$ cat src/rtl/mem_stage_if.sv
// Data-memory bus between the MEM stage and the memory: request/write payload out, read word and ack back.
interface mem_stage_if;
    logic        bus_req;
    logic        bus_we;
    logic [31:0] bus_addr;
    logic [3:0]  bus_be;
    logic [31:0] bus_wr_data;
    logic [31:0] bus_rd_data;
    logic        bus_ack;

    modport master (
        output bus_req, bus_we, bus_addr, bus_be, bus_wr_data,
        input  bus_rd_data, bus_ack
    );

    modport slave (
        input  bus_req, bus_we, bus_addr, bus_be, bus_wr_data,
        output bus_rd_data, bus_ack
    );
endinterface

$ cat src/rtl/mem_stage.sv
// MEM pipeline stage: issues data-memory accesses, aligns load data and owns the MEM/WB register.
module mem_stage #(
    parameter int unsigned MEM_OP_W = 4
) (
    input  logic                clk,
    input  logic                reset_,
    input  logic                stall,
    input  logic                flush,
    input  logic                ex_en,
    input  logic [MEM_OP_W-1:0] ex_mem_op,
    input  logic [31:0]         ex_mem_wr_data,
    input  logic [4:0]          ex_dst_addr,
    input  logic                ex_gpr_we_,
    input  logic [31:0]         ex_out,
    mem_stage_if.master         bus,
    output logic                mem_busy,
    output logic                mem_en,
    output logic [4:0]          mem_dst_addr,
    output logic                mem_gpr_we_,
    output logic [31:0]         mem_out,
    output logic                mem_miss_align
);
    localparam logic [MEM_OP_W-1:0] OP_LB  = MEM_OP_W'(1);
    localparam logic [MEM_OP_W-1:0] OP_LBU = MEM_OP_W'(2);
    localparam logic [MEM_OP_W-1:0] OP_LH  = MEM_OP_W'(3);
    localparam logic [MEM_OP_W-1:0] OP_LHU = MEM_OP_W'(4);
    localparam logic [MEM_OP_W-1:0] OP_LW  = MEM_OP_W'(5);
    localparam logic [MEM_OP_W-1:0] OP_SB  = MEM_OP_W'(6);
    localparam logic [MEM_OP_W-1:0] OP_SH  = MEM_OP_W'(7);
    localparam logic [MEM_OP_W-1:0] OP_SW  = MEM_OP_W'(8);

    typedef enum logic [1:0] {IDLE, REQ, DONE} state_t;

    typedef struct packed {
        logic        en;
        logic [4:0]  dst;
        logic        we_;
        logic [31:0] out;
        logic        miss;
    } wb_t;

    localparam wb_t WB_BUBBLE = '{en: 1'b0, dst: 5'd0, we_: 1'b1, out: 32'd0, miss: 1'b0};

    state_t              state;
    logic                discard;
    wb_t                 wb;
    wb_t                 wb_buf;
    logic                bus_req_r, bus_we_r;
    logic [31:0]         bus_addr_r, bus_wr_data_r;
    logic [3:0]          bus_be_r;
    logic [MEM_OP_W-1:0] lat_op;
    logic [1:0]          lat_lo;
    logic [4:0]          lat_dst;
    logic                lat_we_;
    logic [31:0]         lat_out;

    logic                is_load, is_store, misalign, is_mem, launch;
    logic [3:0]          st_be;
    logic [31:0]         st_data;
    logic [7:0]          ld_byte;
    logic [15:0]         ld_half;
    logic [31:0]         ld_data;
    wb_t                 result;

    // Decode the EX/MEM op: class, alignment and store lane steering
    always_comb begin
        is_load  = 1'b0;
        is_store = 1'b0;
        misalign = 1'b0;
        st_be    = 4'b0000;
        st_data  = 32'd0;
        case (ex_mem_op)
            OP_LB, OP_LBU: is_load = 1'b1;
            OP_LH, OP_LHU: begin
                is_load  = 1'b1;
                misalign = ex_out[0];
            end
            OP_LW: begin
                is_load  = 1'b1;
                misalign = |ex_out[1:0];
            end
            OP_SB: begin
                is_store = 1'b1;
                st_be    = 4'b0001 << ex_out[1:0];
                st_data  = {4{ex_mem_wr_data[7:0]}};
            end
            OP_SH: begin
                is_store = 1'b1;
                misalign = ex_out[0];
                st_be    = ex_out[1] ? 4'b1100 : 4'b0011;
                st_data  = {2{ex_mem_wr_data[15:0]}};
            end
            OP_SW: begin
                is_store = 1'b1;
                misalign = |ex_out[1:0];
                st_be    = 4'b1111;
                st_data  = ex_mem_wr_data;
            end
            default: ;
        endcase
        is_mem = is_load | is_store;
        launch = ex_en & is_mem & ~misalign;
    end

    // Little-endian lane extraction of the returned word
    always_comb begin
        ld_byte = 8'(bus.bus_rd_data >> {lat_lo, 3'b000});
        ld_half = lat_lo[1] ? bus.bus_rd_data[31:16] : bus.bus_rd_data[15:0];
        case (lat_op)
            OP_LB:   ld_data = {{24{ld_byte[7]}}, ld_byte};
            OP_LBU:  ld_data = {24'd0, ld_byte};
            OP_LH:   ld_data = {{16{ld_half[15]}}, ld_half};
            OP_LHU:  ld_data = {16'd0, ld_half};
            default: ld_data = bus.bus_rd_data;
        endcase
        result.en   = 1'b1;
        result.dst  = lat_dst;
        result.miss = 1'b0;
        if (lat_op inside {OP_SB, OP_SH, OP_SW}) begin
            result.we_ = 1'b1;
            result.out = lat_out;
        end else begin
            result.we_ = lat_we_;
            result.out = ld_data;
        end
    end

    always_comb begin
        mem_busy = 1'b0;
        case (state)
            IDLE:    mem_busy = launch;
            REQ:     mem_busy = ~bus.bus_ack;
            default: mem_busy = 1'b0;
        endcase
    end

    // FSM, bus request registers and MEM/WB register
    always_ff @(posedge clk or negedge reset_) begin
        if (!reset_) begin
            state         <= IDLE;
            discard       <= 1'b0;
            wb            <= WB_BUBBLE;
            wb_buf        <= WB_BUBBLE;
            bus_req_r     <= 1'b0;
            bus_we_r      <= 1'b0;
            bus_addr_r    <= 32'd0;
            bus_be_r      <= 4'b0000;
            bus_wr_data_r <= 32'd0;
            lat_op        <= '0;
            lat_lo        <= 2'b00;
            lat_dst       <= 5'd0;
            lat_we_       <= 1'b1;
            lat_out       <= 32'd0;
        end else begin
            case (state)
                IDLE: begin
                    if (launch && !(flush && !stall)) begin
                        state         <= REQ;
                        bus_req_r     <= 1'b1;
                        bus_we_r      <= is_store;
                        bus_addr_r    <= {ex_out[31:2], 2'b00};
                        bus_be_r      <= is_store ? st_be : 4'b1111;
                        bus_wr_data_r <= st_data;
                        lat_op        <= ex_mem_op;
                        lat_lo        <= ex_out[1:0];
                        lat_dst       <= ex_dst_addr;
                        lat_we_       <= ex_gpr_we_;
                        lat_out       <= ex_out;
                        if (!stall) wb <= WB_BUBBLE;
                    end else if (!stall) begin
                        if (flush)
                            wb <= WB_BUBBLE;
                        else if (ex_en && is_mem)
                            wb <= '{en: 1'b1, dst: ex_dst_addr, we_: 1'b1, out: ex_out, miss: 1'b1};
                        else
                            wb <= '{en: ex_en, dst: ex_dst_addr, we_: ex_gpr_we_, out: ex_out, miss: 1'b0};
                    end
                end
                REQ: begin
                    if (flush) discard <= 1'b1;
                    if (bus.bus_ack) begin
                        bus_req_r <= 1'b0;
                        discard   <= 1'b0;
                        if (!stall) begin
                            wb    <= (discard || flush) ? WB_BUBBLE : result;
                            state <= IDLE;
                        end else begin
                            wb_buf <= (discard || flush) ? WB_BUBBLE : result;
                            state  <= DONE;
                        end
                    end
                end
                DONE: begin
                    if (!stall) begin
                        wb    <= flush ? WB_BUBBLE : wb_buf;
                        state <= IDLE;
                    end
                end
                default: state <= IDLE;
            endcase
        end
    end

    assign bus.bus_req     = bus_req_r;
    assign bus.bus_we      = bus_we_r;
    assign bus.bus_addr    = bus_addr_r;
    assign bus.bus_be      = bus_be_r;
    assign bus.bus_wr_data = bus_wr_data_r;

    assign mem_en         = wb.en;
    assign mem_dst_addr   = wb.dst;
    assign mem_gpr_we_    = wb.we_;
    assign mem_out        = wb.out;
    assign mem_miss_align = wb.miss;
endmodule

$ cat src/flat_wrapper.sv
// flat-port wrapper written by rule: the top's interface ports become plain ports
module mem_stage_flat 
#(
    parameter int unsigned MEM_OP_W = 4
)
  (clk, reset_, stall, flush, ex_en, ex_mem_op, ex_mem_wr_data, ex_dst_addr, ex_gpr_we_, ex_out, mem_busy, mem_en, mem_dst_addr, mem_gpr_we_, mem_out, mem_miss_align, bus_bus_req, bus_bus_we, bus_bus_addr, bus_bus_be, bus_bus_wr_data, bus_bus_rd_data, bus_bus_ack);
  mem_stage_if bus_i ();
  input  logic clk;
  input  logic reset_;
  input  logic stall;
  input  logic flush;
  input  logic ex_en;
  input  logic [MEM_OP_W-1:0] ex_mem_op;
  input  logic [31:0] ex_mem_wr_data;
  input  logic [4:0] ex_dst_addr;
  input  logic ex_gpr_we_;
  input  logic [31:0] ex_out;
  output logic mem_busy;
  output logic mem_en;
  output logic [4:0] mem_dst_addr;
  output logic mem_gpr_we_;
  output logic [31:0] mem_out;
  output logic mem_miss_align;
  output wire logic [$bits(bus_i.bus_req)-1:0] bus_bus_req;
  output wire logic [$bits(bus_i.bus_we)-1:0] bus_bus_we;
  output wire logic [$bits(bus_i.bus_addr)-1:0] bus_bus_addr;
  output wire logic [$bits(bus_i.bus_be)-1:0] bus_bus_be;
  output wire logic [$bits(bus_i.bus_wr_data)-1:0] bus_bus_wr_data;
  input wire logic [$bits(bus_i.bus_rd_data)-1:0] bus_bus_rd_data;
  input wire logic [$bits(bus_i.bus_ack)-1:0] bus_bus_ack;
  assign bus_bus_req = bus_i.bus_req;
  assign bus_bus_we = bus_i.bus_we;
  assign bus_bus_addr = bus_i.bus_addr;
  assign bus_bus_be = bus_i.bus_be;
  assign bus_bus_wr_data = bus_i.bus_wr_data;
  assign bus_i.bus_rd_data = bus_bus_rd_data;
  assign bus_i.bus_ack = bus_bus_ack;
  mem_stage #(.MEM_OP_W(MEM_OP_W)) u_core (.clk(clk), .reset_(reset_), .stall(stall), .flush(flush), .ex_en(ex_en), .ex_mem_op(ex_mem_op), .ex_mem_wr_data(ex_mem_wr_data), .ex_dst_addr(ex_dst_addr), .ex_gpr_we_(ex_gpr_we_), .ex_out(ex_out), .bus(bus_i), .mem_busy(mem_busy), .mem_en(mem_en), .mem_dst_addr(mem_dst_addr), .mem_gpr_we_(mem_gpr_we_), .mem_out(mem_out), .mem_miss_align(mem_miss_align));
endmodule
$ cat config.mk
export PLATFORM = sky130hd
export DESIGN_NAME = mem_stage_flat
export DESIGN_NICKNAME = d
export VERILOG_FILES = /design/src/rtl/mem_stage_if.sv /design/src/rtl/mem_stage.sv /design/src/flat_wrapper.sv
export SDC_FILE = /design/constraint.sdc
export NUM_CORES = 1
export LEC_CHECK = 0
export CAP_MARGIN = 20
export CORE_AREA = 2 2 131 133
export CTS_CLUSTER_SIZE = 24
export DETAILED_ROUTE_END_ITERATION = 12
export DIE_AREA = 0 0 133 135
export PLACE_DENSITY = 0.9
export SLEW_MARGIN = 10
export SYNTH_ARGS = -nofsm -noshare
export SYNTH_HDL_FRONTEND = slang
export SYNTH_SLANG_ARGS = --single-unit
$ cat constraint.sdc
create_clock -name clk -period 3.6 [get_ports clk]
set_input_delay 0.72 -clock clk [delete_from_list [all_inputs] [get_ports clk]]
set_output_delay 0.72 -clock clk [all_outputs]
set_load 0.01 [all_outputs]
### Word level (Yosys, flattened, before mapping)

Cells that the tools add are included.

* register bits after elaboration: 195
* input port bits: 112
* output and inout bits: 111
* logic and storage cells: 105

* equality and inequality tests: 22
* shift operators: 2
* multiplexer cells: 32
* bitwise logic cells: 5
* reductions and logical operators: 22

Operator list (count)
* $mux W40: 10
* $pmux W32 S4: 1
* $pmux W40 S3: 1
* $pmux W32 S3: 1
* $mux W33: 1
* $shr A32 B5 Y8: 1
* $eq A4 B3 Y1 const B: 7
* $eq A4 B2 Y1 const B: 4
* $mux W16: 1
* $pmux W4 S3: 1
* $reduce_and A3 Y1: 3
* $eq A4 B1 Y1 const B: 2
* $eq A4 B4 Y1 const B: 2
* $mux W2: 4
* $mux W4: 2
* $ne A2 B2 Y1 const B: 4
* $mux W1: 6
* $pmux W1 S2: 3
* $pmux W2 S3: 1
* $reduce_bool A3 Y1: 2
* $reduce_or A3 Y1: 2
* $reduce_and A5 Y1: 1
* $reduce_or A5 Y1: 1
* $reduce_and A2 Y1: 2
* 13 further kinds: 20

### Depth between registers and ports, before layout

Gate-level depths: netlist of the first run.

* word-level depth: 10
* depth in mapped cells: 10
* depth with buffers taken out: 8

### Worst setup path before layout of the first run

OpenSTA, ideal clock, no wires.

* path type: input port to output port
* start point: input port ex_mem_op[0]
* end point: output port mem_busy
* data arrival time: 1.663 ns
* required time: 2.880 ns
* path slack: 1.217 ns
* stages: 5
* buffers on the path: 1
* path through: buf_4 -> nor3_1 -> and2_4 -> o221a_2 -> a21o_1

* longest elaborated chain between the ends: 7
* elaborated cells between the ends (all ways): 20
* those cells by class: eq/ne: 8; mux: 4; bitwise: 4; reduce/logical: 4

Ends and longest elaborated chain
* from (decl): line flat_wrapper.sv:13 `input logic [MEM_OP_W-1:0] ex_mem_op;`
* $eq A4 B1 Y1 (tied with other cells): line mem_stage.sv:72 `case (ex_mem_op)`
* $reduce_or A5 Y1 (no line) or $reduce_or A3 Y1 (tied branches)
* $mux W1: line mem_stage.sv:72
* $or A1 B1 Y1: line mem_stage.sv:101 `is_mem = is_load | is_store;`
* $and A1 B1 Y1: line mem_stage.sv:102 `launch = ex_en & is_mem & ~misalign;`
* $and A1 B1 Y1 *: line mem_stage.sv:102
* $pmux W1 S2 *: line mem_stage.sv:130 `case (state)`
* to (decl): line flat_wrapper.sv:18 `output logic mem_busy;`

Every way passes the cells marked *; elsewhere a longest branch is shown, timed or not.

### Final worst setup path of the first run

* start point: input port ex_mem_op[1]
* end point: output port mem_busy

The elaborated chain is that of the path after synthesis.

==> flow_summary.toml, run 1 <==
[status]
outcome = "finished, final reports clean"

[setup_path]
crit_slowest_cell = "clkdlybuf4s50_1"
worstPathCellList = "clkdlybuf4s50_1, a21bo_1, a31oi_1, o221a_2, a21o_1, clkdlybuf4s50_1"
worstPathRequired_ns = 2.88
rr_worst_depth = 7
path_common_cell = "clkdlybuf4s50_1"
max_stage_delay_ns = 0.57
worstSetupPathType = "input port to primary output"
end_kind = "primary output"
critPathLaunchType = "input port"
cp_max_fo = 7
arrival_ns = 2.73

[synth]
syn_area_per_cell_sq_um = 8.555
yosysTopAreaCellShare_pct = 46.14
synthArstFlopShare_pct = 100.0
synth-main-ff-cell = "dfrtp_1"
synth_enable_flop_cells = 0
yosysTopAreaCell = "dfrtp_1"
syn_inst = 1008
synth-seq-cells = 162
ys_warn_count = 0
ys_top_cells_by_area = "dfrtp_1 (46%), nand2_1 (10%), a221oi_1 (5.5%), nor2_1 (5.5%), o21ai_0 (3.5%)"
yosysSeqAreaShare_pct = 47.05
synth_area_sq_um = 8623
synth.distinct_cells = 68

[global_route]
grt_overflow = 0
antenna_found_initial = 0
gr-usage-all-layers_pct = 32.05
grt_pass1_vias = 8289
grt_pass1_wl_mm = 45.30
grt_max_degree = 89

[place]
io_buffers = 220
placedCellCount = 1394
dp_hpwl_mm = 19.85
place_congestion = 0.9473

[clocking]
clock_latency_ns = 0.43
cts_tree = "built"
ctsHoldBuffers = 0
numCtsBuffers = 17
cts_sinks = 162
cts_root_buf = "clkbuf_16"
path_clk_slew_ns = 0.06
cts.path.max_buffers = 2
post_cts.repair.setup_buffers = 0
htree_levels = 4
cts_resized = 0

[power]
vdd.ir_drop.worst_v = 0.0004888
p_per_area_nw_per_um2 = 854.0
power_mw = 9.833
p_leak_nw = 4.957

[timing]
clock-skew-final_ns = 0.006269
period_share_pct = 95.72
setup_tns_ns = 0
drv_slew = 0
setup_viol = 0
max_freq_mhz = 290.2
finalHoldViolations = 0
finalWorstPathRequiredPeriod_ns = 3.446
worstMarginPinSlew_ns = 1.089
rsz0062_at_grt = "no"
relSlewSlack_pct = 27.37

[routing]
num_vias = 8846
ant_nets = 0
drc = 0
avgViaCountPerCell = 6.203
dr.pass1.iters = 6
drt_iter0_drc = 1050
wire_per_inst_microns = 20.12
wirelength_mm = 28.69

[layout]
nets = 1308
num-fill-cells = 1252
fin_cells = 1426
antenna_cells = 0
area_growth_pct = 33.52
drive_gt1_share_pct = 6.965

[floorplanning]
die_y_microns = 135
die_x_microns = 133
row_count = 47
fp.dieArea_sq_um = 17960
coreArea_sq_um = 16410
ios = 223
initial_core_util_pct = 52.56

[min_path]
hold_path_class = "input port to asynchronous set/reset pin"

[run]
cap_violations = 0
-- critical path, delay by kind of cell --
kind / cells / cell delay (ns)
AO/OA/AOI/OAI: 4 / 0.89
buffers and inverters: 2 / 1.10
-- layer usage --
layer  up-vias  share of wire [%]  GRT usage [%]
li1       3971                  -              -
met1      4202                 38          42.01
met2       593                 47          49.91
met3        80                 12          10.44
met4         0                3.1          12.01
met5         -                  0              0
-- synth_stat cells, types with 12 or more instances --
| library cell | n |
|---|---|
| a211oi_1 | 14 |
| a21oi_1 | 57 |
| a221oi_1 | 54 |
| a22o_1 | 14 |
| buf_2 | 27 |
| clkbuf_1 | 38 |
| dfrtp_1 | 159 |
| mux2i_1 | 12 |
| nand2_1 | 229 |
| nand3_1 | 25 |
| nor2_1 | 126 |
| nor3_1 | 20 |
| o21ai_0 | 61 |
| o22ai_1 | 16 |
| o32ai_1 | 22 |
-- flip-flops by register name, indices dropped and copies added (netlist names), 2 cells and up --
register,count
u_core.lat_dst,5
u_core.lat_op,4
u_core.bus.bus_wr_data,32
u_core.mem_dst_addr,5
u_core.state,2
u_core.lat_out,31
u_core.mem_out,32
u_core.wb_buf,39
u_core.bus.bus_be,4
-- cell type report --
class	instances	area (sq um)	area share, %
sequential	162	4058	35.24
multi-input combinational	760	4170	36.22
inverter	8	30.03	0.2608
clock buffer	17	425.4	3.695
clock inverter	15	108.9	0.9454
timing repair buffer	244	2446	21.25
tap	220	275.3	2.391
-- cells in the final DEF (no fill, tap or decap), drive strengths merged, types with 9 or more instances in the layout --
cell	count
nand3	25
o21ai	67
nor2b	9
nand2	229
a211oi	15
buf	25
dfrtp	159
inv	13
a21oi	57
nor2	130
o22ai	17
clkbuf	17
a221oi	54
a22o	14
clkdlybuf4s50	219
nor3	22
mux2i	12
o32ai	22
-- power breakdown --
part / switching [mW] / internal [mW]
combinational: 2.63 / 2.18
clock: 0.787 / 0.886
sequential: 0.733 / 2.62
-- worst paths after layout --
| check | end | start | slack, ns |
|---|---|---|---|
| setup / recovery | mem_busy | ex_mem_op[1] | 0.15 |
| hold / removal | u_core.mem_dst_addr[3] | reset_ | 0.33 |
| setup reg to reg | u_core.mem_out[9] | u_core.state[1] | 0.91 |
| hold reg to reg | u_core.lat_we_ | u_core.lat_we_ | 0.47 |
| max in group asynchronous | u_core.lat_out[18] | reset_ | 2.30 |
| min in group clk | u_core.lat_we_ | u_core.lat_we_ | 0.47 |
-- through the flow --
step	cell area (sq um)	utilization, %	worst slack (ns)	hold WS [ns]
after floorplan	8627	-	1.217	0.4244
after global placement	10980	66.92	0.2044	0.4486
after detailed placement	10980	66.92	0.1652	0.4577
after CTS	11510	70.17	0.1622	0.3875
after global routing	11510	70.17	0.06369	0.4100
final	11510	70.17	0.1541	0.3335
-- cells by family (layout without fill, tap and decap cells) --
family,after synthesis,in the layout,synth area share [%]
simple gates,453,453,22.66
compound gates,282,282,22.30
flops,162,162,47.05
buf+inv,87,284,4.875
mux,19,19,2.438
fa+ha+maj,3,3,0.4353
other cells,1,2,0.04349
xor+xnor,1,1,0.1887
(Power assumes the default switching activity.)
==> run 2, diff against run 1 <==
- CORE_AREA: 2 2 131 133 -> 2 2 129 131
- CTS_BUF_LIST: unset -> sky130_fd_sc_hd__clkbuf_4
- DIE_AREA: 0 0 133 135 -> 0 0 131 133
- PLACE_DENSITY: 0.9 -> 0.92
==> run 2 against run 1 <==
Effect of this change:
- worst setup slack worse by 0.041 ns
- register-to-register slack worse by 0.09 ns
- combinational power down 1%
- cell count up 0.42%
- sequential cell count unchanged
- maximum frequency down 1.2%
- sequential share of layout area up 0.89 points
- design area down 2.5%
- worst hold slack worse by 0.20 ns
- sequential power about the same
- die area down 3.0%
- largest cell class unchanged
==> flow_summary.toml, run 2 (synthesis results as in run 1) <==
[clocking]
cts_root_buf = "clkbuf_4"
numCtsBuffers = 17
cts_tree = "built"
htree_levels = 4
cts_resized = 0
post_cts.repair.setup_buffers = 0
cts_sinks = 162
ctsHoldBuffers = 0
cts.path.max_buffers = 2
path_clk_slew_ns = 0.12
clock_latency_ns = 0.60

[power]
power_frac_seq_pct = 37.0
p_leak_nw = 4.828
p_sw_share_pct = 43.92
power_mw = 9.054
intPower_mw = 5.078
clockPowerShare_pct = 10.4
p_comb_share_pct = 52.6
p_switching_mw = 3.976
vdd.ir_drop.worst_v = 0.0003409
p_per_area_nw_per_um2 = 806.2

[layout]
nets = 1313
layout_commonest_cell = "nand2_1"
largest_register = "u_core.wb_buf"
fin_cells = 1432
area_growth_pct = 30.24
largest_register_ff_count = 39
drive_gt1_share_pct = 7.267
final_cell_mix = "nand2_1 (229), clkdlybuf4s50_1 (219), dfrtp_1 (159)"
num-fill-cells = 1238

[setup_path]
max_stage_delay_ns = 0.61
cp_max_fo = 7
crit_slowest_cell = "clkdlybuf4s50_1"
worstPathCellList = "clkdlybuf4s50_1, a21bo_1, a31oi_1, o221a_2, a21o_1, clkdlybuf4s50_1"
critPathTopFamily = "buffers and inverters"
worstPathRequired_ns = 2.88
critPathBufInv = 2
end_kind = "primary output"
worstSetupPathType = "input port to primary output"
path_common_cell = "clkdlybuf4s50_1"
r2r_start = "u_core.state[1]"
arrival_ns = 2.77
r2r_slack_ns = 0.82
rr_worst_depth = 7
critPathLaunchType = "input port"
r2r_end = "u_core.mem_out[30]"

[global_route]
gr-usage-all-layers_pct = 33.06
grt_pass1_vias = 8559
grt_overflow = 0
grt_pass1_wl_mm = 44.92
grt_max_degree = 70
antenna_found_initial = 1

[routing]
dr.pass1.iters = 6
drc = 0
wirelength_mm = 28.76
ant_nets = 0
wire_per_inst_microns = 20.09
avgViaCountPerCell = 6.215
drt_iter0_drc = 1215
num_vias = 8900

[timing]
period_share_pct = 96.85
worstMarginPinSlew_ns = 1.070
clock-skew-final_ns = 0.01560
relSlewSlack_pct = 28.63
rsz0062_at_grt = "no"
finalHoldViolations = 0
setup_viol = 0
finalWorstPathRequiredPeriod_ns = 3.487
max_freq_mhz = 286.8
drv_slew = 0
setup_tns_ns = 0

[floorplanning]
ios = 223
row_count = 47
initial_core_util_pct = 53.32
coreArea_sq_um = 16170
die_y_microns = 133
die_x_microns = 131
fp.dieArea_sq_um = 17420

[place]
dp_hpwl_mm = 20.61
placedCellCount = 1398
place_congestion = 0.9485
io_buffers = 220

[min_path]
hold_path_class = "input port to asynchronous set/reset pin"

[run]
cap_violations = 0

[status]
outcome = "finished, final reports clean"
==> run 2: cell count changes in the layout (fill, tap and decap cells not counted) <==
cell	delta
buf_16	+1
clkinvlp_4	+3
clkbuf_16	-17
clkinv_2	-2
buf_4	+7
clkinv_1	+1
buf_12	-3
clkinv_4	-2
inv_6	-5
clkbuf_4	+22
diode_2	+1
==> run 2: power by group through the flow <==
| stage | Sequential (mW) | Combinational [mW] | Clock, mW |
|---|---|---|---|
| 2_1_floorplan | 3.37 | 2.55 | 0 |
| 3_3_place_gp | 3.32 | 4.55 | 0 |
| 3_5_place_dp | 3.36 | 4.70 | 0 |
| 5_1_grt | 3.44 | 5.16 | 1.01 |
| 4_1_cts | 3.32 | 4.72 | 0.952 |
| 6_report | 3.35 | 4.76 | 0.943 |
==> run 2: routing by layer <==
layer / vias to the layer above / share of wire, % / wire [microns] / track usage [%]
met5: - / 0 / 0 / 0
met4: 0 / 3.7 / 1065 / 14.30
met1: 4226 / 39 / 11110 / 43.30
met3: 97 / 11 / 3184 / 9.462
li1: 3967 / - / - / -
met2: 610 / 47 / 13400 / 51.15
==> run 2: layout make-up <==
cell class	instances	area [sq um]	area share [%]
well taps	220	275.3	2.451
repair buffers	249	2466	21.96
multi-input cells	760	4170	37.13
clock inverters	10	63.81	0.5682
clock buffers	22	165.2	1.471
flip-flops and latches	162	4058	36.13
diodes	1	2.502	0.02228
inverters	8	30.03	0.2674
==> run 2: stage by stage <==
step | cell area, sq um | hold WS [ns] | utilization (%) | setup WS, ns
floorplan | 8627 | 0.4244 | - | 1.217
global placement | 10970 | 0.4487 | 67.85 | 0.1846
detailed placement | 10970 | 0.4607 | 67.85 | 0.1191
CTS | 11200 | 0.1410 | 69.26 | 0.1255
global route | 11230 | 0.1614 | 69.45 | 0.02506
finish | 11230 | 0.1339 | 69.45 | 0.1134
==> run 2: worst register-to-register path: stages, from the launching register on <==
cell,delay (ns)
dfrtp_1,0.42
inv_1,0.11
ha_1,0.32
nor2b_1,0.39
or3_1,0.89
buf_4,0.36
a221oi_1,0.07
o32ai_1,0.14
==> run 2: worst max-delay path by stage <==
stage                            start  endpoint  slack (ns)  cells after the start
after floorplan           ex_mem_op[0]  mem_busy        1.22                      5
after global placement    ex_mem_op[1]  mem_busy        0.18                      6
after detailed placement  ex_mem_op[1]  mem_busy        0.12                      6
after CTS                 ex_mem_op[1]  mem_busy        0.13                      6
after global routing      ex_mem_op[1]  mem_busy        0.03                      6
final                     ex_mem_op[1]  mem_busy        0.11                      6
==> run 3, diff against run 2 <==
- CORE_AREA: 2 2 129 131 -> 2 2 109 154
- DIE_AREA: 0 0 131 133 -> 0 0 111 156
- TNS_END_PERCENT: unset -> 5
==> run 3 against run 2 <==
Effect of this change:
- register-to-register slack improved by 0.16 ns
- clock power rose by 37%
- combinational power rose by 2%
- maximum frequency rose by 5.4%
- via count rose by 0.76%
- sequential cell count did not move
- die area fell by 0.61%
- sequential power barely moved
- critical path type unchanged
- critical endpoint unchanged
- highest routed layer unchanged
==> flow_summary.toml, run 3 (synthesis results as in run 1) <==
[status]
outcome = "finished, final reports clean"

[floorplanning]
initial_core_util_pct = 54.25
ios = 223
row_count = 55
die_y_microns = 156
die_x_microns = 111
coreArea_sq_um = 15900
fp.dieArea_sq_um = 17320

[layout]
largest_register = "u_core.wb_buf"
layout_commonest_cell = "nand2_1"
num-fill-cells = 1167
nets = 1313
final_area_sq_um = 11370
area_growth_pct = 31.80
fin_util_pct = 71.50
drive_gt1_share_pct = 7.184
largest_register_ff_count = 39
final_cell_mix = "nand2_1 (229), clkdlybuf4s50_1 (219), dfrtp_1 (159)"

[setup_path]
critPathLaunchType = "input port"
cp_max_fo = 7
worstSetupPathType = "input port to primary output"
end_kind = "primary output"
worstPathRequired_ns = 2.88
arrival_ns = 2.59

[timing]
drv_slew = 0
clock-skew-final_ns = 0.01559
period_share_pct = 91.90
finalHoldViolations = 0
finalWorstPathRequiredPeriod_ns = 3.308
max_freq_mhz = 302.3
setup_viol = 0
setup_tns_ns = 0
fin_hold_ws_ns = 0.1443
worstMarginPinSlew_ns = 0.9441
rsz0062_at_grt = "no"
relSlewSlack_pct = 37.06

[routing]
avgViaCountPerCell = 6.356
dr.pass1.iters = 6
drc = 0
ant_nets = 0
num_vias = 8968
drt_iter0_drc = 988
wl_met1_mm = 10.25
wl_met3_mm = 2.832
wire_per_inst_microns = 20.16
maxUsedRoutingLayer = "met4"
met2_length_mm = 14.02
wirelength_mm = 28.44

[global_route]
gr-usage-all-layers_pct = 32.29
grt_max_degree = 74
grt_pass1_vias = 8626
grt_overflow = 0
antenna_found_initial = 1
grt_pass1_wl_mm = 44.64

[clocking]
htree_levels = 4
clock_latency_ns = 0.57
cts_resized = 0
ctsHoldBuffers = 0
cts_tree = "built"
cts_sinks = 162
numCtsBuffers = 17
path_clk_slew_ns = 0.13
cts_root_buf = "clkbuf_4"
post_cts.repair.setup_buffers = 0
cts.path.max_buffers = 2

[power]
p_per_area_nw_per_um2 = 834.5
vdd.ir_drop.worst_v = 0.0004469
power_mw = 9.485
p_leak_nw = 4.910

[place]
place_congestion = 0.9871
dpl-instance-area_sq_um = 10990
dp_hpwl_mm = 19.80
io_buffers = 220

[min_path]
hold_path_class = "input port to asynchronous set/reset pin"

[run]
cap_violations = 0
run 3: final cells by class:
| cell class | count | area, sq um | share of cell area, % |
|---|---|---|---|
| diodes | 1 | 2.502 | 0.02202 |
| clock buffers | 18 | 135.1 | 1.189 |
| clock inverters | 14 | 210.2 | 1.849 |
| inverters | 8 | 30.03 | 0.2642 |
| multi-input cells | 760 | 4178 | 36.76 |
| flip-flops and latches | 162 | 4058 | 35.70 |
| well taps | 199 | 249.0 | 2.191 |
| repair buffers | 249 | 2504 | 22.03 |
run 3: through the flow:
stage / instances / setup slack (ns)
2_1_floorplan: 1009 / 1.217
3_3_place_gp: 1377 / 0.3305
3_5_place_dp: 1377 / 0.2943
4_1_cts: 1409 / 0.2847
5_1_grt: 1411 / 0.1906
6_report: 1411 / 0.2915
run 3: metal layers:
layer | GRT usage [%] | vias up
met5 | 0 | -
met1 | 39.03 | 4241
met3 | 7.265 | 116
li1 | - | 3971
met2 | 54.72 | 640
met4 | 15.83 | 0
run 3: worst max-delay path, cell delays in order:
cell,delay [ns]
clkdlybuf4s50_1,0.57
a21bo_1,0.22
a31oi_1,0.20
o221a_2,0.24
a21o_1,0.11
clkdlybuf4s50_1,0.53
run 3: path summary, 6_finish.rpt:
| path | cells past startpoint | slack [ns] | to | from |
|---|---|---|---|---|
| setup / recovery | 6 | 0.29 | mem_busy | ex_mem_op[1] |
| hold / removal | 1 | 0.14 | u_core.lat_out[16] | reset_ |
| setup reg to reg | 6 | 0.98 | u_core.mem_gpr_we_ | u_core.lat_op[1] |
| hold reg to reg | 2 | 0.48 | u_core.bus.bus_be[0] | u_core.bus.bus_be[0] |
| max in group asynchronous | 2 | 2.60 | u_core.mem_gpr_we_ | reset_ |
| min in group clk | 2 | 0.48 | u_core.bus.bus_be[0] | u_core.bus.bus_be[0] |
run 3: where the power goes:
part | internal [mW] | total (mW) | leakage [nW] | switching, mW
sequential | 2.61 | 3.35 | 2.03 | 0.749
clock | 0.627 | 1.29 | 0.182 | 0.659
combinational | 2.22 | 4.84 | 2.70 | 2.63
total | 5.45 | 9.49 | 4.91 | 4.04
==> RTL edit 1, RTL diff (flow settings as in run 3) <==
The 3 states of `state_t` get a one-hot encoding in 3 bits.
--- a/src/rtl/mem_stage.sv
+++ b/src/rtl/mem_stage.sv
@@ -31,3 +31,3 @@
 
-    typedef enum logic [1:0] {IDLE, REQ, DONE} state_t;
+    typedef enum logic [2:0] {IDLE = 3'b001, REQ = 3'b010, DONE = 3'b100} state_t;
 
Check against the original RTL: no difference found for any inputs over 4 cycles, from zero or initial values and one cycle with reset_ low; so few cycles prove little.
==> RTL edit 1 against run 3 <==
- sequential share of layout area is 0.81 points lower
- area after synthesis up 4.3%
- setup slack got worse by 170 ps
- wire length is 1.8% lower
- sequential power shrank 24%
- power is 35% lower
- sequential cell count grew 1
- final area increased by 3.0%
- first-iteration DRC count shrank 21%
- critical path type unchanged
==> RTL edit 1: results (changes against run 3) <==
- Post-Synth XOR/XNOR Area: 0.00376 (was 0.00189)
- Share of layout cells above drive strength 1: 0.0867 (was 0.0718)
- Power after layout: 6.17 mW (was 9.49 mW)
- Worst clock skew: 19.4 ps (was 15.6 ps)
- Top post-synthesis cells by count: dfrtp_1, nand2_1, mux2_1, nor2_1, clkbuf_1 (was nand2_1, dfrtp_1, nor2_1, o21ai_0, a21oi_1)
- CLK BUF: 21 (was 18)
- Reg2reg end: u_core.mem_out[23] (was u_core.mem_gpr_we_)
- Worst vdd ir: 0.408 mV (was 0.447 mV)
- Non-clk invs: 26 (was 8)
- Cell variety after synth: 65 (was 68)
- Status: finished, final reports clean (unchanged)
- DR iter-0 viols: 780 (was 988)
- Layout clock area frac: 0.0251 (was 0.0304)
- Met1 Resource Use GR: 0.394 (was 0.390)
- Logic pwr share: 0.403 (was 0.511)
- Filler cells: 1084 (was 1167)
- GP Congestion: 0.948 (was 0.987)
- Synth Area in Adders: 0 (was 0.00435)
- Ys async rst share: 1.00 (unchanged)
- P_clk: 1.15 mW (was 1.29 mW)
- Placed Area: 11400 um2 (was 11000 um2)
- Routed wl met2: 14200 um (was 14000 um)
- Post-synthesis mux area share: 0.122 (was 0.0244)
- Non-clock buffer share: 0.215 (was 0.220)
- First-pass GRT wire length: 44700 um (was 44600 um)
- Reg2reg start: u_core.lat_op[2] (was u_core.lat_op[1])
- #MultiIn Comb: 655 (was 760)
- Setup crit start: ex_mem_op[0] (was ex_mem_op[1])
- Slew headroom: 0.316 (was 0.371)
- Worst min path class: in2async (unchanged)
- Nets: 1229 (was 1313)
- Met3 Track Usage GR: 0.0719 (was 0.0726)
- Grt met2 use: 0.547 (about the same)
- Vias in the first global route: 8664 (was 8626)
- Clk pin slew, worst setup/hold paths: 120 ps
- M1 wire length: 10400 um (was 10200 um)
- R2R setup slack: 490 ps (was 980 ps)
- Drt total wl: 27900 um (was 28400 um)
- Largest family of logic cells by synthesized area: compound AO/OA/AOI/OAI gates (was simple AND/OR/NAND/NOR gates)
- Total number of vias: 8469 (was 8968)
- Synth area leaders: dfrtp_1, mux2_1, nand2_1 (was dfrtp_1, nand2_1, a221oi_1)
- Met3 routed WL: 2310 um (was 2830 um)
- Cell Pwr Density: 527 nW/um2 (was 835 nW/um2)
- Sequential element share of the synthesized area: 0.454 (was 0.471)
- Largest net degree at the start of global routing: 82 (was 74)
- GRT Total Usage: 0.322 (was 0.323)
- Sequential share of cell area: 0.349 (was 0.357)
- Complex-gate fraction of the synthesized area: 0.210 (was 0.223)
- Placed wire-length estimate: 19500 um (was 19800 um)
- Yosys reg bits: 163 (was 162)
- Fraction of area in multi-input gates: 0.382 (was 0.368)
- Leakage: 4.79 nW (was 4.91 nW)
==> RTL edit 1: changes by cell type after synthesis, sizes merged, moves of 13 or more <==
| cell | change |
|---|---|
| a21oi | -27 |
| a221oi | -47 |
| a2bb2oi | +14 |
| a41oi | +16 |
| and2 | +13 |
| inv | +18 |
| mux2 | +67 |
| mux2i | +13 |
| nand2 | -138 |
| nand3 | +13 |
| nor2 | -68 |
| o221ai | +21 |
| o22ai | +14 |
| o32ai | -16 |
==> RTL edit 1: through the flow <==
step | std cells | utilization | setup slack, ps | hold WS, ps
after global placement | 1297 | 0.717 | 112 | 459
after floorplan | 922 | - | 934 | 424
final | 1330 | 0.736 | 118 | 101
after CTS | 1329 | 0.735 | 75.2 | 95.0
after detailed placement | 1297 | 0.717 | 69.5 | 468
after global routing | 1330 | 0.736 | 27.0 | 98.1
==> RTL edit 1: what timing repair did <==
action | in CTS | in global routing
endpoints found under the setup margin | 0 | 1
hold endpoints to repair | 0 | 0
gates resized for setup | 0 | 3
==> RTL edit 2, RTL diff (config.mk and constraints of run 3) <==
Made on the original files. `MEM_OP_W` is set to 4 in 2 places; all go to 6.
--- a/src/rtl/mem_stage.sv
+++ b/src/rtl/mem_stage.sv
@@ -2,3 +2,3 @@
 module mem_stage #(
-    parameter int unsigned MEM_OP_W = 4
+    parameter int unsigned MEM_OP_W = 6
 ) (
--- a/src/flat_wrapper.sv
+++ b/src/flat_wrapper.sv
@@ -3,3 +3,3 @@
 #(
-    parameter int unsigned MEM_OP_W = 4
+    parameter int unsigned MEM_OP_W = 6
 )
Interface: changed (resized ex_mem_op); port bits go from 223 to 225. No check against the original RTL was run, so the function may have changed too.
==> RTL edit 2 against run 3 <==
- sequential cell count increased by 2
- power decreased by 5.4%
- final area increased by 5.7%
- register-to-register slack got worse by 100 ps
- setup slack got worse by 200 ps
- non-clock buffer count increased by 13
- highest routed layer is now met5
- final cell count decreased by 3.3%
- critical endpoint unchanged
- synthesized cell count decreased by 4.5%
- area after synthesis increased by 7.0%
- first-iteration DRC count decreased by 5.6%
- wire length increased by 6.1%
- fmax decreased by 5.6%
- largest cell class unchanged
- critical path type unchanged
==> RTL edit 2: results (changes against run 3) <==
- Status: finished, final reports clean (unchanged)
- Synth area leaders: dfrtp_1, mux2_1, a21oi_1 (was dfrtp_1, nand2_1, a221oi_1)
- TritonCTS buffer count: 17 (unchanged)
- Slew headroom: 0.381 (was 0.371)
- Reg2reg start: u_core.lat_op[3] (was u_core.lat_op[1])
- Ys flop type: dfrtp_1 (unchanged)
- Worst min path class: in2async (unchanged)
- Initial antenna violation count: 2 (was 1)
- Bufs on Longest Clock Path: 2 (unchanged)
- H-tree depth: 4 (unchanged)
- Post-Layout Cell Count: 1365 (was 1411)
- Hold Slack: 126 ps (was 144 ps)
- Max FFs per register: 39 (unchanged)
- Leakage: 5.11 nW (was 4.91 nW)
- Critical Path Max Stage Delay: 540 ps (was 570 ps)
- Slowest cell on crit path: clkdlybuf4s50_1 (unchanged)
- Ys async rst share: 1.00 (unchanged)
- Clk pin slew, worst setup/hold paths: 140 ps
- Met1 Resource Use GR: 0.392 (was 0.390)
- Postcts setup bufs: 0 (unchanged)
- Cells after Synth: 963 (was 1008)
- R2R setup slack: 880 ps (was 980 ps)
- First-pass GRT wire length: 47300 um (was 44600 um)
- Nets: 1269 (was 1313)
- Placed Area: 11700 um2 (was 11000 um2)
- Setup crit start: ex_mem_op[4] (was ex_mem_op[1])
- Detailed Routing Iterations Pass 1: 6 (unchanged)
- Clock Latency Late Sink: 580 ps
- Placed wire-length estimate: 20900 um (was 19800 um)
- Met3 Track Usage GR: 0.0808 (was 0.0726)
- FF-to-FF path depth: 5 (was 6)
- Vias in the first global route: 9085 (was 8626)
- Worst clock skew: 25.2 ps (was 15.6 ps)
- Top post-synthesis cells by count: dfrtp_1, a21oi_1, nand2_1, clkbuf_1, mux2_1 (was nand2_1, dfrtp_1, nor2_1, o21ai_0, a21oi_1)
- Largest net degree at the start of global routing: 72 (was 74)
- Reg2reg end: u_core.mem_out[0] (was u_core.mem_gpr_we_)
- Vias/cell: 6.74 (was 6.36)
- Drt total wl: 30200 um (was 28400 um)
- Grt met2 use: 0.583 (was 0.547)
- GRT Total Usage: 0.345 (was 0.323)
- IO buf count: 222 (was 220)
- Maximum net fanout on the critical path: 4 (was 7)
- Sequential element share of the synthesized area: 0.445 (was 0.471)
- Final setup TNS: 0 ps (unchanged)
- YS warnings: 0 (unchanged)
- DR iter-0 viols: 933 (was 988)
- Share of layout cells above drive strength 1: 0.0918 (was 0.0718)
- Biggest register: u_core.wb_buf (unchanged)
- CP Data Arrival Time: 2790 ps (was 2590 ps)
- Worst vdd ir: 0.425 mV (was 0.447 mV)
- Cell variety after synth: 66 (was 68)
- GP Congestion: 0.905 (was 0.987)
- Clk root buf: clkbuf_4 (unchanged)
==> RTL edit 2: changes by cell type after synthesis, sizes merged, moves of 16 or more <==
cell,before,now
a31oi,8,24
o32ai,22,0
clkbuf,38,63
o221a,1,20
a31o,1,18
a221oi,54,0
nand2,229,74
o21ai,67,91
nor2,130,33
mux2,6,59
a21oi,57,119
a21o,4,20
==> RTL edit 2: area by class of cell <==
| type | count | area [um2] |
|---|---|---|
| diodes | 1 | 2.50 |
| fillers | 1057 | 3880 |
| clock buffers | 19 | 143 |
| clock inverters | 13 | 184 |
| inverters | 21 | 78.8 |
| multi-input cells | 686 | 4620 |
| flip-flops and latches | 164 | 4110 |
| well taps | 199 | 249 |
| repair buffers | 262 | 2630 |
==> RTL edit 2: how the worst max path moves through the flow <==
stage / endpoint / slack (ps) / cells past startpoint
final: mem_busy / 90 / 7
after global routing: mem_busy / 4 / 7
after CTS: mem_busy / 100 / 7
after detailed placement: mem_busy / 110 / 7
after global placement: mem_busy / 120 / 7
after floorplan: mem_busy / 590 / 9
==> RTL edit 2: stage by stage <==
stage | utilization | worst slack, ps
after floorplan | - | 590
after global placement | 0.733 | 124
after detailed placement | 0.733 | 105
after CTS | 0.753 | 98.0
after global routing | 0.756 | 3.90
final | 0.756 | 93.6
==> RTL edit 2: what timing repair did <==
item                                   4_1_cts  5_1_grt
setup endpoints to repair                    0        1
endpoints found under the hold margin        0        0
resized for setup                            0        1
==> RTL edit 2: layer usage <==
layer / wire (um) / part of all wire / up-vias
met2: 14700 / 0.49 / 678
met4: 1880 / 0.062 / 2
met1: 10400 / 0.34 / 4352
li1: - / - / 4010
met3: 3160 / 0.10 / 153
met5: 16 / 0.00053 / -
==> RTL edit 2: cell families (layout without fill, tap and decap cells) <==
group	Yosys count	count (layout)	synth area share
AO/OA/AOI/OAI	389	389	0.280
XOR/XNOR	3	3	0.00285
adder cells (fa/ha/maj)	3	3	0.00407
buffers and inverters	114	315	0.0581
flip-flops	164	164	0.445
multiplexers	80	80	0.0962
other	1	3	0.000407
AND/OR/NAND/NOR	209	209	0.113
==> RTL edit 2: report_power, final <==
part / total, mW / switching (mW) / internal, mW
Sequential: 3.25 / 0.640 / 2.61
Combinational: 4.48 / 2.34 / 2.14
Clock: 1.24 / 0.672 / 0.563
Total: 8.97 / 3.65 / 5.32
==> RTL edit 2: critical path, delay by kind of cell <==
family / cells / cell delay, ps
buffers and inverters: 2 / 970
AO/OA/AOI/OAI: 2 / 650
AND/OR/NAND/NOR: 3 / 440
